`config.mk`:
```
export PLATFORM = sky130hd
export DESIGN_NAME = draw_tilemap
export DESIGN_NICKNAME = d
export VERILOG_FILES = /design/src/rtl/tilemap_pkg.sv /design/src/rtl/tilemap_rom.sv /design/src/rtl/draw_tilemap.sv
export SDC_FILE = /design/constraint.sdc
export NUM_CORES = 2
export LEC_CHECK = 0
export CAP_MARGIN = 5
export CORE_ASPECT_RATIO = 1.4
export CORE_UTILIZATION = 35
export CTS_BUF_LIST = sky130_fd_sc_hd__clkbuf_2
export CTS_CLUSTER_SIZE = 8
export DETAILED_ROUTE_END_ITERATION = 10
export PLACE_DENSITY = 0.6
export SYNTH_ARGS = -nofsm -noshare
export SYNTH_HDL_FRONTEND = slang
export SYNTH_HIERARCHICAL = 1
export SYNTH_SLANG_ARGS = --single-unit
```
`constraint.sdc`:
```
create_clock -name clk -period 30.4 [get_ports clk]
set_input_delay 6.08 -clock clk [delete_from_list [all_inputs] [get_ports clk]]
set_output_delay 6.08 -clock clk [all_outputs]
set_load 0.02 [all_outputs]
```
`src/rtl/tilemap_pkg.sv`:
```
// Shared tile codes, FSM encoding and code width for the tilemap renderer.
package tilemap_pkg;

  localparam int unsigned CODE_W = 2;

  localparam logic [CODE_W-1:0] FLOOR       = 2'd0;
  localparam logic [CODE_W-1:0] WALL        = 2'd1;
  localparam logic [CODE_W-1:0] DOOR_LOCKED = 2'd2;
  localparam logic [CODE_W-1:0] DOOR_OPEN   = 2'd3;

  typedef enum logic {
    INIT,
    RUN
  } fsm_t;

endpackage

```
`src/rtl/tilemap_rom.sv`:
```
// Default stage layout: outer wall ring, pillar grid every 3 cells leaving
// 2-wide corridors, and a 3-cell exit gap centred on the east wall.
module tilemap_rom
  import tilemap_pkg::*;
#(
  parameter int unsigned MAP_W = 41,
  parameter int unsigned MAP_H = 41
) (
  input  logic [$clog2(MAP_W*MAP_H)-1:0] idx,
  output logic [CODE_W-1:0]              code
);

  localparam int unsigned IW     = $clog2(MAP_W * MAP_H);
  localparam int unsigned GAP_LO = MAP_H / 2 - 1;
  localparam int unsigned GAP_HI = MAP_H / 2 + 1;

  logic [IW-1:0] cx;
  logic [IW-1:0] cy;
  logic          border;
  logic          gap;
  logic          pillar;

  always_comb begin
    cx     = IW'(idx % IW'(MAP_W));
    cy     = IW'(idx / IW'(MAP_W));
    border = (cx == '0) || (cy == '0) ||
             (cx == IW'(MAP_W - 1)) || (cy == IW'(MAP_H - 1));
    gap    = (cx == IW'(MAP_W - 1)) && (cy >= IW'(GAP_LO)) && (cy <= IW'(GAP_HI));
    pillar = ((cx % IW'(3)) == '0) && ((cy % IW'(3)) == '0);
    code   = FLOOR;
    if (!gap && (border || pillar)) code = WALL;
  end

endmodule

```
`src/rtl/draw_tilemap.sv`:
```
// Writable tile-map renderer: RAM-backed MAP_W x MAP_H grid loaded from the
// default layout after reset, producing texture addresses with 2-cycle latency.
module draw_tilemap
  import tilemap_pkg::*;
#(
  parameter int unsigned MAP_W       = 41,
  parameter int unsigned MAP_H       = 41,
  parameter int unsigned TILE        = 5,
  parameter int unsigned SCALE_SHIFT = 1,
  parameter int unsigned ORG_X       = 60,
  parameter int unsigned ORG_Y       = 30,
  parameter int unsigned TEX_W       = 360,
  parameter int unsigned TEX_BASE_X  = 330,
  parameter int unsigned TEX_BASE_Y  = 30,
  parameter int unsigned TEX_DEPTH   = 86400,
  parameter logic [15:0] STAGE_MASK  = 16'h0054
) (
  input  logic                       clk,
  input  logic                       rst,
  input  logic [3:0]                 state,
  input  logic [9:0]                 h_cnt,
  input  logic [9:0]                 v_cnt,
  input  logic                       wr_valid,
  output logic                       wr_ready,
  input  logic [$clog2(MAP_W)-1:0]   wr_x,
  input  logic [$clog2(MAP_H)-1:0]   wr_y,
  input  logic [CODE_W-1:0]          wr_tile,
  output logic                       wr_err,
  output logic                       init_done,
  output logic [16:0]                pixel_addr,
  output logic                       isObject
);

  localparam int unsigned CELLS = MAP_W * MAP_H;
  localparam int unsigned IW    = $clog2(CELLS);
  localparam int unsigned AW    = 20;
  localparam int unsigned TW    = $clog2(TILE);
  localparam int unsigned LAST  = CELLS - 1;

  fsm_t              fsm;
  logic [IW-1:0]     init_idx;
  logic [CODE_W-1:0] rom_code;

  logic [CODE_W-1:0] ram [CELLS];
  logic [CODE_W-1:0] rd_code;

  logic              wr_in_range_c;
  logic              wr_fire_c;
  logic              we_c;
  logic [IW-1:0]     wa_c;
  logic [CODE_W-1:0] wd_c;

  logic [AW-1:0]     x_c;
  logic [AW-1:0]     y_c;
  logic [AW-1:0]     rx_c;
  logic [AW-1:0]     ry_c;
  logic              in_win_c;
  logic [TW-1:0]     ox_c;
  logic [TW-1:0]     oy_c;
  logic [IW-1:0]     rd_idx_c;

  logic              s1_valid;
  logic [TW-1:0]     s1_ox;
  logic [TW-1:0]     s1_oy;

  logic [CODE_W-1:0] code_m1_c;
  logic [AW-1:0]     sum_c;

  tilemap_rom #(
    .MAP_W (MAP_W),
    .MAP_H (MAP_H)
  ) u_rom (
    .idx  (init_idx),
    .code (rom_code)
  );

  // Single RAM write port shared by the INIT loader and the run-time writer.
  always_comb begin
    wr_in_range_c = (32'(wr_x) < MAP_W) && (32'(wr_y) < MAP_H);
    wr_fire_c     = wr_valid && wr_ready;
    we_c          = 1'b0;
    wa_c          = init_idx;
    wd_c          = rom_code;
    if (!rst) begin
      if (fsm == INIT) begin
        we_c = 1'b1;
      end else if (wr_fire_c && wr_in_range_c) begin
        we_c = 1'b1;
        wa_c = IW'(32'(wr_y) * MAP_W + 32'(wr_x));
        wd_c = wr_tile;
      end
    end
  end

  // Screen to map coordinates; divisions are by compile-time constants.
  always_comb begin
    x_c      = AW'(h_cnt >> SCALE_SHIFT);
    y_c      = AW'(v_cnt >> SCALE_SHIFT);
    rx_c     = x_c - AW'(ORG_X);
    ry_c     = y_c - AW'(ORG_Y);
    in_win_c = (fsm == RUN) && STAGE_MASK[state] &&
               (x_c >= AW'(ORG_X)) && (x_c < AW'(ORG_X + MAP_W * TILE)) &&
               (y_c >= AW'(ORG_Y)) && (y_c < AW'(ORG_Y + MAP_H * TILE));
    ox_c     = TW'(rx_c % AW'(TILE));
    oy_c     = TW'(ry_c % AW'(TILE));
    rd_idx_c = '0;
    if (in_win_c) begin
      rd_idx_c = IW'((ry_c / AW'(TILE)) * AW'(MAP_W) + rx_c / AW'(TILE));
    end
  end

  always_comb begin
    code_m1_c = rd_code - CODE_W'(1);
    sum_c     = AW'(TEX_BASE_X) + AW'(code_m1_c) * AW'(TILE) + AW'(s1_ox) +
                (AW'(TEX_BASE_Y) + AW'(s1_oy)) * AW'(TEX_W);
  end

  // Synchronous read-first RAM: a same-edge write is not visible to the read.
  always_ff @(posedge clk) begin
    if (we_c) ram[wa_c] <= wd_c;
    rd_code <= ram[rd_idx_c];
  end

  always_ff @(posedge clk) begin
    if (rst) begin
      fsm       <= INIT;
      init_idx  <= '0;
      init_done <= 1'b0;
      wr_ready  <= 1'b0;
      wr_err    <= 1'b0;
    end else begin
      wr_err <= 1'b0;
      case (fsm)
        INIT: begin
          if (init_idx == IW'(LAST)) begin
            fsm       <= RUN;
            init_done <= 1'b1;
            wr_ready  <= 1'b1;
          end else begin
            init_idx <= init_idx + IW'(1);
          end
        end
        RUN: begin
          wr_err <= wr_fire_c && !wr_in_range_c;
        end
      endcase
    end
  end

  // Stage 1 holds window/offsets alongside the RAM read; stage 2 forms the address.
  always_ff @(posedge clk) begin
    if (rst) begin
      s1_valid   <= 1'b0;
      s1_ox      <= '0;
      s1_oy      <= '0;
      isObject   <= 1'b0;
      pixel_addr <= '0;
    end else begin
      s1_valid <= in_win_c;
      s1_ox    <= ox_c;
      s1_oy    <= oy_c;
      if (s1_valid && (rd_code != FLOOR)) begin
        isObject   <= 1'b1;
        pixel_addr <= 17'(sum_c % AW'(TEX_DEPTH));
      end else begin
        isObject   <= 1'b0;
        pixel_addr <= '0;
      end
    end
  end

endmodule

```
==> results.md <==
* Status: complete, but fails checks
* Failing checks: design-rule violations
* Critical path's slowest cell: o211ai_1
* Reg-to-reg endpoint: ram[1654][0]$_DFFE_PP_
* Largest family of logic cells by synthesized area: simple AND/OR/NAND/NOR gates
* Leak at 52.5 nW
* Final core utilization at 38.2%
* GRT Overall Usage at between 20% and 30%
* Synth area leaders: edfxtp_1 66%, nor2_1 5.5%, nand2_1 4.7%, clkbuf_1 2.4%, nand3_1 2.1%
* Worst Hold Launch: init_done$_SDFFE_PP0P_
* Drt pass-1 iters at 11
* Dpl hpwl at ~260 mm
* Global-route wire length before repair at 699 mm
* Worst slew pin tran at approximately 1.3 ns
* CTS Hold Bufs at 0
* Reg2reg path depth at 33
* Clock skew at 0.177 ns
* Hold endpoint: wr_err$_SDFF_PP0_
* Num CTS Buffers at 764
* RSZ-0062 raised after global routing: no
* Crit Path Class: in -> reg
* Crit. End Element: register
* Max VDD drop at 249 µV
* Vias in the first global route at between 100k and 150k
* Clk slew on worst S/H paths at 0.11 ns
* Setup Fix Bufs, Post-CTS at 0
* Die width at 559 µm
* Vias post-DR at 110266
* Synth Instances at 13219
* Syn_area_per_cell at about 12 µm²
* Post-synthesis simple-gate area fraction at 17.0%
* Gpl congestion at roughly 0.82
* Residual DRC at 6
* Area grow syn2layout at 8.69%
* Register area share after synthesis at 66.9%
* Endpoints failing setup at 0
* Fmax at 51.8 MHz
* Post-Syn Area at 152000 µm²
* Synth cell types at 131
* Core area at 433000 µm²
* Htree depth at 6
* Largest net degree at the start of global routing at 225
* Worst hold margin at around 0.58 ns
* IO buf count at 58
* Final min period at 19.31 ns
* Overflow after GRT at 0
* Fin Setup TNS at 0 ns
* I/O pin count at 62
* Final Cycle Share at 63.5%
* Placed Cells at roughly 18000
* Detailed Route Iter0 Violations at 11267
* Most numerous cell on the critical path: ha_1
* #FFs+latches synth at 3402
* Commonest cells in the netlist: 3362 x edfxtp_1, 2225 x nor2_1, 1904 x nand2_1, 968 x clkbuf_1, 630 x nand3_1
* Hold path cells at 2
* Flop2flop setup slack at 15.98 ns
* WP data required at between 30 and 40 ns
* Final wirelength at 485 mm
* Warnings from Yosys at 6
* Number of nets in the layout at 13330
* Max Root-Sink Buffers at 4
* Final Max Tran Viols at 0
* Initial antenna violation count at 27
* Synth Area in XOR/XNOR at 0.540%
* Die Height at 782 µm
* Mux cell area share after synthesis at 0.700%
* Worst slew margin at 9.78%
* CTS sink count at 3402
* CP arrival at 21.17 ns
* Row count at 286
* Power Density at 67.6 nW/µm²
* Post-synth top area share at 66.3%
* Slowest stage delay, CP at 1.11 ns
* Number of synthesized flops with an enable pin at 3362
* Leading area contributor after synthesis: edfxtp_1
* TritonCTS clock tree: done
* Worst R2R Start: init_idx[10]$_SDFFE_PP0P_
* Die area at 438000 µm²
* Cell area after layout at 165000 µm²
* Initial core utilization at 35.2%
* # resized after CTS at 0
* Hold Violations, Final at 0
* Critical Path Fanout Max at 136
* Placed cell areas at 158000 µm²
* HP Class: reg -> reg
* Cell with the most instances after synthesis: edfxtp_1
* Post-synthesis adder-cell area fraction at 1.25%
* Post-synthesis compound-gate area fraction at 10.4%
* Max Cap Viol at 0
* Latest clock arrival within the worst-skew pair at 1.94 ns
* Share of layout cells above drive strength 1 at about an eighth
* Mean routed wirelength per cell at about 25 µm
* Syn_nets at 13398
* Startpoint types: input port
* Root buf cell: clkbuf_2
* Non-Filler Instances at 19520
* Final antenna-violating net count at 0
* Top_reg_cell synth: edfxtp_1
* Ys async rst share at 0%
* Routed vias/inst at about 5.6
worst max path at each step:
stage               startpoint                   to  cells after the start
floorplan              wr_x[2]  ram[0][0]$_DFFE_PP_                      7
global route          v_cnt[2]   rd_code[1]$_DFF_P_                     46
global placement      v_cnt[2]   rd_code[1]$_DFF_P_                     46
CTS                   v_cnt[2]   rd_code[1]$_DFF_P_                     46
finish                v_cnt[2]   rd_code[0]$_DFF_P_                     42
detailed placement    v_cnt[2]   rd_code[1]$_DFF_P_                     46
critical path, delay by kind of cell:
kind / cells / cell delay, ns
compound gates: 15 / 5.10
buf+inv: 6 / 2.98
fa+ha+maj: 6 / 2.20
simple gates: 8 / 2.10
mux: 4 / 1.25
xor+xnor: 3 / 1.18
registers in the layout, summed over array words and instances, names as in the netlist:
signal      cells
ram          3362
pixel_addr     16
init_done       1
isObject        1
init_idx       11
s1_valid        1
wr_err          1
fsm             1
s1_oy           3
s1_ox           3
rd_code         2
kinds of logic (layout without fill, tap and decap cells):
family                   Yosys count  in the layout
XOR/XNOR                          93             93
other                              2             22
AO/OA/AOI/OAI                   2234           2234
flip-flops                      3402           3402
multiplexers                     100            100
buffers and inverters           1288           1809
adder cells (fa/ha/maj)          142            142
AND/OR/NAND/NOR                 5958           5958
area by class of cell:
| cell class | count | area, µm² |
|---|---|---|
| antenna | 20 | 50.0 |
| clock buffer | 1085 | 5430 |
| timing repair buffer | 352 | 3070 |
| clock inverter | 270 | 1570 |
| tap | 5760 | 7210 |
| sequential | 3402 | 102000 |
| fill | 42613 | 268000 |
| multi-input combinational | 8529 | 45900 |
| inverter | 102 | 397 |
stage by stage:
stage                     total power [mW]  setup slack [ns]
after detailed placement              8.35              9.27
after global placement                8.33              9.34
after CTS                             11.2             11.43
after floorplan                       7.20              9.16
final                                 11.2             11.09
after global routing                  11.6             10.40
where the power goes:
| part | internal (mW) | total [mW] | switching [mW] |
|---|---|---|---|
| combinational | 0.814 | 3.15 | 2.34 |
| sequential | 5.11 | 5.11 | 0.00582 |
| clock | 1.10 | 2.91 | 1.81 |
| total | 7.02 | 11.2 | 4.16 |
cell usage in the layout, fill, tap and decap left out, types with 63 or more instances in the layout:
| master | instances |
|---|---|
| edfxtp_1 | 3362 |
| nor2_1 | 2218 |
| nand2_1 | 1861 |
| clkbuf_2 | 1085 |
| nand3_1 | 630 |
| or3_1 | 426 |
| o211ai_1 | 383 |
| nor3_1 | 363 |
| o21ai_0 | 355 |
| a311oi_1 | 304 |
| a21oi_1 | 297 |
| a211oi_1 | 272 |
| buf_4 | 271 |
| and3_1 | 203 |
| clkinv_1 | 193 |
| a31oi_1 | 132 |
| ha_1 | 120 |
| o22ai_1 | 97 |
| inv_1 | 96 |
| o311ai_0 | 82 |
| mux2i_1 | 70 |
| or2_2 | 65 |
| xnor2_1 | 63 |
per-layer routing:
| metal | part of all wire (%) | up-vias | wire length [µm] | track usage (%) |
|---|---|---|---|---|
| met4 | 5.4 | 20 | 26100 | 11.8 |
| li1 | - | 49065 | - | - |
| met1 | 37 | 55122 | 179000 | 24.8 |
| met3 | 7.8 | 1153 | 37700 | 3.11 |
| met5 | 0.031 | - | 149 | 0 |
| met2 | 50 | 4906 | 241000 | 37.9 |
Power figures use the tool's default switching activity.
